**src/rtl/pipe_stage_if.sv**
```systemverilog
// Handshake and sideband bundle for pipe_stage_reg: upstream (in_*), downstream (out_*), flush and status.
// The master modport is the side that drives the stage; the slave modport is the stage itself.
interface pipe_stage_if #(
    parameter int unsigned WIDTH = 64,
    parameter int unsigned AW    = 32,
    parameter int unsigned CW    = 16
);
    logic             in_valid;
    logic             in_ready;
    logic [WIDTH-1:0] in_data;
    logic             in_exc;
    logic [AW-1:0]    in_exc_addr;
    logic             flush;
    logic             out_valid;
    logic             out_ready;
    logic [WIDTH-1:0] out_data;
    logic             out_exc;
    logic [AW-1:0]    out_exc_addr;
    logic [1:0]       occupancy;
    logic [CW-1:0]    stall_cycles;

    modport master (
        output in_valid, in_data, in_exc, in_exc_addr, flush, out_ready,
        input  in_ready, out_valid, out_data, out_exc, out_exc_addr, occupancy, stall_cycles
    );

    modport slave (
        input  in_valid, in_data, in_exc, in_exc_addr, flush, out_ready,
        output in_ready, out_valid, out_data, out_exc, out_exc_addr, occupancy, stall_cycles
    );
endinterface

```
**src/rtl/pipe_stage_reg.sv**
```systemverilog
// One-cycle pipeline stage register with flush, exception sideband and a saturating stall counter.
// Define PIPE_STAGE_SKID_EN for a two-entry skid buffer with a registered in_ready.
module pipe_stage_reg #(
    parameter int unsigned WIDTH          = 64,
    parameter int unsigned AW             = 32,
    parameter int unsigned CW             = 16,
    parameter bit          ZERO_ON_BUBBLE = 1'b1
) (
    input logic         clock,
    input logic         reset_n,
    pipe_stage_if.slave bus
);
    typedef struct packed {
        logic [WIDTH-1:0] data;
        logic             exc;
        logic [AW-1:0]    exc_addr;
    } entry_t;

    localparam logic [CW-1:0] STALL_MAX = {CW{1'b1}};

    entry_t        in_entry_c;
    entry_t        head_q;
    entry_t        head_d;
    logic [1:0]    occ_q;
    logic [1:0]    occ_d;
    logic [CW-1:0] stall_q;
    logic [CW-1:0] stall_d;
    logic          in_ready_c;
    logic          in_xfer_c;
    logic          out_xfer_c;

    assign in_entry_c = '{data: bus.in_data, exc: bus.in_exc, exc_addr: bus.in_exc_addr};
    assign out_xfer_c = (occ_q != 2'd0) && bus.out_ready;
    assign in_xfer_c  = bus.in_valid && in_ready_c && !bus.flush;

`ifdef PIPE_STAGE_SKID_EN
    entry_t skid_q;
    entry_t skid_d;
    logic   in_ready_q;

    // in_ready comes straight from a flop so out_ready never reaches upstream combinationally
    assign in_ready_c = in_ready_q;

    always_comb begin
        head_d = head_q;
        skid_d = skid_q;
        occ_d  = occ_q;
        if (bus.flush) begin
            occ_d = 2'd0;
            if (ZERO_ON_BUBBLE) begin
                head_d = '0;
                skid_d = '0;
            end
        end else begin
            case ({in_xfer_c, out_xfer_c})
                2'b10: begin
                    if (occ_q == 2'd0) begin
                        head_d = in_entry_c;
                        occ_d  = 2'd1;
                    end else begin
                        skid_d = in_entry_c;
                        occ_d  = 2'd2;
                    end
                end
                2'b01: begin
                    if (occ_q == 2'd2) begin
                        head_d = skid_q;
                        occ_d  = 2'd1;
                        if (ZERO_ON_BUBBLE) skid_d = '0;
                    end else begin
                        occ_d = 2'd0;
                        if (ZERO_ON_BUBBLE) head_d = '0;
                    end
                end
                // simultaneous transfers only happen at occupancy 1: the new entry replaces the head
                2'b11: head_d = in_entry_c;
                default: ;
            endcase
        end
    end

    always_ff @(posedge clock or negedge reset_n) begin
        if (!reset_n) begin
            skid_q     <= '0;
            in_ready_q <= 1'b1;
        end else begin
            skid_q     <= skid_d;
            in_ready_q <= (occ_d != 2'd2);
        end
    end
`else
    assign in_ready_c = (occ_q == 2'd0) || bus.out_ready;

    always_comb begin
        head_d = head_q;
        occ_d  = occ_q;
        if (bus.flush) begin
            occ_d = 2'd0;
            if (ZERO_ON_BUBBLE) head_d = '0;
        end else if (in_xfer_c) begin
            head_d = in_entry_c;
            occ_d  = 2'd1;
        end else if (out_xfer_c) begin
            occ_d = 2'd0;
            if (ZERO_ON_BUBBLE) head_d = '0;
        end
    end
`endif

    // Stall counter: counts held-but-not-taken cycles, saturates, survives flush
    always_comb begin
        stall_d = stall_q;
        if ((occ_q != 2'd0) && !bus.out_ready && (stall_q != STALL_MAX)) begin
            stall_d = stall_q + CW'(1);
        end
    end

    always_ff @(posedge clock or negedge reset_n) begin
        if (!reset_n) begin
            head_q  <= '0;
            occ_q   <= 2'd0;
            stall_q <= '0;
        end else begin
            head_q  <= head_d;
            occ_q   <= occ_d;
            stall_q <= stall_d;
        end
    end

    assign bus.in_ready     = in_ready_c;
    assign bus.out_valid    = (occ_q != 2'd0);
    assign bus.out_data     = head_q.data;
    assign bus.out_exc      = head_q.exc;
    assign bus.out_exc_addr = head_q.exc_addr;
    assign bus.occupancy    = occ_q;
    assign bus.stall_cycles = stall_q;
endmodule

```
**src/flat_wrapper.sv**
```systemverilog
// flat-port wrapper written by rule: the top's interface ports become plain ports
module pipe_stage_reg_flat 
#(
    parameter int unsigned WIDTH          = 64,
    parameter int unsigned AW             = 32,
    parameter int unsigned CW             = 16,
    parameter bit          ZERO_ON_BUBBLE = 1'b1
)
  (clock, reset_n, bus_in_valid, bus_in_data, bus_in_exc, bus_in_exc_addr, bus_flush, bus_out_ready, bus_in_ready, bus_out_valid, bus_out_data, bus_out_exc, bus_out_exc_addr, bus_occupancy, bus_stall_cycles);
  pipe_stage_if #(.WIDTH(WIDTH), .AW(AW), .CW(CW)) bus_i ();
  input logic clock;
  input logic reset_n;
  input wire logic [$bits(bus_i.in_valid)-1:0] bus_in_valid;
  input wire logic [$bits(bus_i.in_data)-1:0] bus_in_data;
  input wire logic [$bits(bus_i.in_exc)-1:0] bus_in_exc;
  input wire logic [$bits(bus_i.in_exc_addr)-1:0] bus_in_exc_addr;
  input wire logic [$bits(bus_i.flush)-1:0] bus_flush;
  input wire logic [$bits(bus_i.out_ready)-1:0] bus_out_ready;
  output wire logic [$bits(bus_i.in_ready)-1:0] bus_in_ready;
  output wire logic [$bits(bus_i.out_valid)-1:0] bus_out_valid;
  output wire logic [$bits(bus_i.out_data)-1:0] bus_out_data;
  output wire logic [$bits(bus_i.out_exc)-1:0] bus_out_exc;
  output wire logic [$bits(bus_i.out_exc_addr)-1:0] bus_out_exc_addr;
  output wire logic [$bits(bus_i.occupancy)-1:0] bus_occupancy;
  output wire logic [$bits(bus_i.stall_cycles)-1:0] bus_stall_cycles;
  assign bus_i.in_valid = bus_in_valid;
  assign bus_i.in_data = bus_in_data;
  assign bus_i.in_exc = bus_in_exc;
  assign bus_i.in_exc_addr = bus_in_exc_addr;
  assign bus_i.flush = bus_flush;
  assign bus_i.out_ready = bus_out_ready;
  assign bus_in_ready = bus_i.in_ready;
  assign bus_out_valid = bus_i.out_valid;
  assign bus_out_data = bus_i.out_data;
  assign bus_out_exc = bus_i.out_exc;
  assign bus_out_exc_addr = bus_i.out_exc_addr;
  assign bus_occupancy = bus_i.occupancy;
  assign bus_stall_cycles = bus_i.stall_cycles;
  pipe_stage_reg #(.WIDTH(WIDTH), .AW(AW), .CW(CW), .ZERO_ON_BUBBLE(ZERO_ON_BUBBLE)) u_core (.clock(clock), .reset_n(reset_n), .bus(bus_i));
endmodule
```
**config.mk**
```make
export PLATFORM = sky130hd
export DESIGN_NAME = pipe_stage_reg_flat
export DESIGN_NICKNAME = d
export VERILOG_FILES = /design/src/rtl/pipe_stage_if.sv /design/src/rtl/pipe_stage_reg.sv /design/src/flat_wrapper.sv
export SDC_FILE = /design/constraint.sdc
export NUM_CORES = 1
export LEC_CHECK = 0
export ABC_AREA = 1
export CORE_ASPECT_RATIO = 1.75
export CORE_MARGIN = 10
export CORE_UTILIZATION = 44
export CTS_BUF_LIST = sky130_fd_sc_hd__clkbuf_8
export DETAILED_ROUTE_END_ITERATION = 10
export PLACE_DENSITY = 0.88
export SETUP_SLACK_MARGIN = 0.4
export SLEW_MARGIN = 20
export SYNTH_ARGS = -nofsm -noshare
export SYNTH_HDL_FRONTEND = slang
export SYNTH_SLANG_ARGS = --single-unit
```
**constraint.sdc**
```tcl
create_clock -name clock -period 1.6 [get_ports clock]
set_input_delay 0.24 -clock clock [delete_from_list [all_inputs] [get_ports clock]]
set_output_delay 0.24 -clock clock [all_outputs]
set_load 0.01 [all_outputs]
```
==> Word-level counts from Yosys, hierarchy flattened <==
Index checks and enable logic that the tools add are counted.
{ "op_classes": {"n_eq_ne": 1, "reduce_logical": 11, "add_sub_neg": 1, "n_mux": 6} }
{ "ops": {"columns": ["operator", "count"], "rows": [
  ["$mux 97", 3],
  ["$add 16x1->16 const B", 1],
  ["$ne 16x16->1 const B", 1],
  ["$mux 2", 3],
  ["$logic_and 1x1->1", 5],
  ["$reduce_bool 3->1", 1],
  ["$logic_not 1->1", 2],
  ["$logic_not 2->1", 1],
  ["$reduce_bool 2->1", 1],
  ["$logic_or 1x1->1", 1]
]} }
{ "totals": {"out_inout_bits": 117, "register_bits": 115, "in_bits": 102, "wordCells": 24} }

==> Longest topological paths before layout <==
Gate-level depths: netlist (run 1).
{ "depth": {"word_depth": 6, "ltp_mapped": 9} }

==> Least setup slack after synthesis (run 1) <==
No wires, ideal clock.
{ "synth_path": {"path_type": "register to register", "startpoint": "reg u_core.stall_q[0] (netlist: u_core.bus.stall_cycles[0])", "endpoint": "reg u_core.stall_q[2] (netlist: u_core.bus.stall_cycles[2])", "path_slack_ns": 0.134, "n_path_buf": 1, "setup_ns": 0.127, "period_less_slack_ns": 1.466, "t_arrival_ns": 1.338, "stages_incl_launch_ff": 8, "cell_sequence": "dfrtp_1 ha_1 nand3_1 nor2_2 nand2_4 nand2_4 buf_8 o21ai_0"} }
{ "synth_via": {"elab_chain_cells": 2, "elab_cells_between_ends": 3} }
{ "synth_rtl": {"columns": ["element", "line_no", "rtl"], "rows": [
  ["from (decl)", "pipe_stage_reg.sv:26", "logic [CW-1:0] stall_q;"],
  ["from (signal assigned)", "pipe_stage_reg.sv:126", "stall_q <= stall_d;"],
  ["parallel branches: the longest is 2 deep, another holds $add 16x1->16", null, null]
]} }
Several ways; the timed one is not identified.
A chain may end at the register's enable or synchronous reset.

==> Worst setup path after layout (run 1) <==
{ "layout_path": {"startpoint": "reg u_core.occ_q[0] (netlist: u_core.bus.occupancy[0])", "endpoint": "reg u_core.head_q, in the netlist u_core.bus.out_data[30]"} }
{ "layout_via": {"elab_chain_cells": 6, "elab_cells_between_ends": 9} }
{ "layout_rtl": {"columns": ["element", "line_no", "rtl"], "rows": [
  ["from (decl)", "pipe_stage_reg.sv:24", "logic [1:0] occ_q;"],
  ["from (signal assigned)", "pipe_stage_reg.sv:121", "occ_q <= 2'd0;"],
  ["from (signal assigned)", "pipe_stage_reg.sv:125", "occ_q <= occ_d;"],
  ["$logic_not 2->1", "pipe_stage_reg.sv:92", "assign in_ready_c = (occ_q == 2'd0) || bus.out_ready;"],
  ["$logic_or 1x1->1", "pipe_stage_reg.sv:92", null],
  ["$logic_and 1x1->1 (2 in a row)", "pipe_stage_reg.sv:34", "assign in_xfer_c = bus.in_valid && in_ready_c && !bus.flush;"],
  ["$mux 97", "pipe_stage_reg.sv:100", "end else if (in_xfer_c) begin"],
  ["$mux 97", "pipe_stage_reg.sv:97", "if (bus.flush) begin"],
  ["to (signal assigned)", "pipe_stage_reg.sv:120", "head_q <= '0;"],
  ["to (signal assigned)", "pipe_stage_reg.sv:124", "head_q <= head_d;"],
  ["to (decl)", "pipe_stage_reg.sv:22", "entry_t head_q;"]
]} }
Parallel ways exist; a longest one is shown, timed or not.

==> impl_metrics.ini, run 1 <==
[yosys]
ys_types = 24
synth_cells = 594
yosysWarnings = 0
syn_avg_cell_area_um2 = 8.54
netlist_area_um2 = 5070
ys_seq_elements = 114
synth.yosys.seq_area_share_pct = 56.2
syn_nets = 697

[floorplanning]
row_count = 51
die_area_um2 = 16400
ios = 219
chipWidth_um = 101
start_util_pct = 45.2
coreArea_um2 = 11200
die_y_um = 162

[power_and_ir_drop]
power_frac_clock_pct = 36.1
p_leak_uw = 0.00535
pwr-share-seq_pct = 35.1
power_density_nw_per_um2 = 887
p_comb_share_pct = 28.8
switching_share_pct = 33.1
internal_power_uw = 6390
ir_drop_mv = 0.828
p_sw_uw = 3170

[routing]
routedWlPerCell_um = 34.7
viasPerCell = 6.81
drc = 0
drt_wl_total_um = 39400
ant_nets = 0
vias = 7736
drtIter0Drc = 1151
drt_first_pass_iters = 8

[clock_tree]
worstSkewPairLatency_ns = 0.48
cts_tree = yes
path_clk_slew_ns = 0.09
numCtsBuffers = 17
htreeDepth = 4
clockBufferDepth = 2
root_buffer = clkbuf_8
cts_num_sinks = 114

[outcome]
violations = negative setup slack
outcome = finished with violations

[finish]
final_cell_mix = 134 x buf_4, 128 x nand3_1, 111 x buf_6, 102 x nand2_1, 101 x dfrtp_1
design_area_um2 = 10800
final_util_pct = 95.9
layout.nets = 1092
drive_gt1_share_pct = 53.4
final_common_cell = buf_4
syn2layout_area_growth_pct = 112

[placement]
io_buffers = 217
post-dp-hpwl_um = 13200
finalWeightedCongestion = 0.859
dpl_cell_area_um2 = 7520
pre_cts_slack_ns = -0.0909

[setup_path]
end_kind = flip-flop
worstSetupStartpoint = u_core.bus.occupancy[0]
cp-start-kind = flip-flop
worst-path-max-fanout = 6
cp_data_arrival_time_ns = 2.15
rr_startpoint = u_core.bus.occupancy[0]
worstSetupPathType = reg -> reg
crit_required_ns = 1.98

[global_route]
grtUsageTotal_pct = 29.1
grt.overflow.total = 0
antenna_found_initial = 3
grt_pass1_wl_um = 36800
grt_max_degree = 66
grt_pass1_vias = 6550

[sta]
fin_crit_ns = 1.77
finalMaxSlewViolations = 0
setup_slack_ns = -0.166
hold_viol = 0
fmax_mhz = 566
finalClockSkew_ns = 0.0108
finalSetupViolCount = 19
holdWs_ns = 0.309
tns_ns = -0.727
post-route-period-util_pct = 110
grt_setup_unrepaired = true

[worst_hold_path]
hp-class = in -> async

[run]
maxCapViolCount = 0
## path summary, 6_finish.rpt
path                                               endpoint  cells past startpoint  slack [ns]
worst max-delay path                u_core.bus.out_data[30]                      8       -0.17
worst min-delay path            u_core.bus.out_exc_addr[12]                      3        0.31
worst max register to register      u_core.bus.out_data[30]                      8       -0.17
worst min register to register       u_core.bus.out_data[9]                      2        0.56
max in group asynchronous        u_core.bus.stall_cycles[6]                      3        0.93
min in group clock              u_core.bus.out_exc_addr[29]                      3        0.34
## synthesized netlist by cell type
library cell	instances	area, µm²
nand4_1	4	25.0
nand3_1	203	1020
buf_1	4	15.0
nand3b_1	4	30.0
clkbuf_1	14	52.6
nand2_1	160	601
ha_1	1	12.5
nand2_2	3	18.8
buf_4	2	15.0
inv_2	2	7.51
o21ai_0	6	30.0
nand2_4	2	22.5
conb_1	1	3.75
o21ai_2	1	8.76
buf_8	1	15.0
dfrtp_1	114	2850
nor2_2	3	18.8
a21oi_2	1	8.76
inv_1	20	75.1
nor2_4	2	22.5
buf_2	23	115
a21oi_1	1	5.00
nor2_1	18	67.6
xnor2_1	4	35.0
## stage by stage
stage | total power [µW] | std cells
finish | 9560 | 1136
global route | 9640 | 1136
CTS | 8410 | 1049
detailed placement | 4780 | 919
global placement | 4730 | 919
floorplan | 3840 | 594
## layer usage
layer | wire, µm | share of wire [%] | vias to the layer above | track usage (%)
met4 | 4400 | 11 | 0 | 18.9
met2 | 18800 | 48 | 955 | 50.6
li1 | - | - | 2772 | -
met1 | 11200 | 28 | 3630 | 28.6
met5 | 0 | 0 | - | 0
met3 | 4950 | 13 | 379 | 8.88
## worst max-delay path: stages, from the launching register on
cell and delay (ns):
dfrtp_2 0.43, buf_6 0.14, buf_6 0.12, a21oi_4 0.19, buf_6 0.17, buf_6 0.14, buf_16 0.14, nand3_2 0.14
nand2_1 0.20
## cell type report
cell class | count | area, µm²
repair buffers | 418 | 4400
flip-flops and latches | 114 | 2870
fillers | 251 | 458
inverters | 22 | 88.8
diodes | 2 | 5.00
clock buffers | 17 | 234
well taps | 132 | 165
clock inverters | 15 | 229
multi-input cells | 416 | 2790
## repair_timing
action | 4_1_cts | 5_1_grt
hold endpoints to repair | 114 | 0
resized for setup | 633 | 184
gates cloned | 21 | 3
pin swaps | 64 | 94
hold buffers | 1 | 0
endpoints found under the setup margin | 223 | 230
setup buffers | 76 | 82
## power by group through the flow
| stage | Combinational (µW) | Clock (µW) | Sequential (µW) |
|---|---|---|---|
| after global routing | 2800 | 3480 | 3360 |
| after CTS | 1970 | 3180 | 3260 |
| final | 2750 | 3450 | 3360 |
| after global placement | 1410 | 0 | 3320 |
| after detailed placement | 1450 | 0 | 3330 |
| after floorplan | 428 | 0 | 3410 |
## sequential cells by signal, indices dropped and copies added (netlist names)
name / count
u_core.bus.occupancy: 1
u_core.bus.stall_cycles: 16
u_core.bus.out_data: 64
u_core.bus.out_exc_addr: 32
u_core.bus.out_exc: 1
## cells by family after synthesis
| group | count (synthesis) | synth area share, % |
|---|---|---|
| AND/OR/NAND/NOR | 399 | 35.9 |
| flip-flops | 114 | 56.2 |
| buffers and inverters | 66 | 5.82 |
| AO/OA/AOI/OAI | 9 | 1.04 |
| XOR/XNOR | 4 | 0.690 |
| adder cells (fa/ha/maj) | 1 | 0.247 |
| other | 1 | 0.0739 |
No activity file was read; power rests on OpenSTA's default activity.
==> run 2, diff against run 1 <==
--- a/config.mk
+++ b/config.mk
@@ -10,6 +10,7 @@
 export CORE_MARGIN = 10
 export CORE_UTILIZATION = 44
 export CTS_BUF_LIST = sky130_fd_sc_hd__clkbuf_8
+export CTS_CLUSTER_SIZE = 40
 export DETAILED_ROUTE_END_ITERATION = 10
 export PLACE_DENSITY = 0.88
 export SETUP_SLACK_MARGIN = 0.4
==> results of run 2 <==
Same layout as run 1: the final DEF is identical, and so are final timing and power.
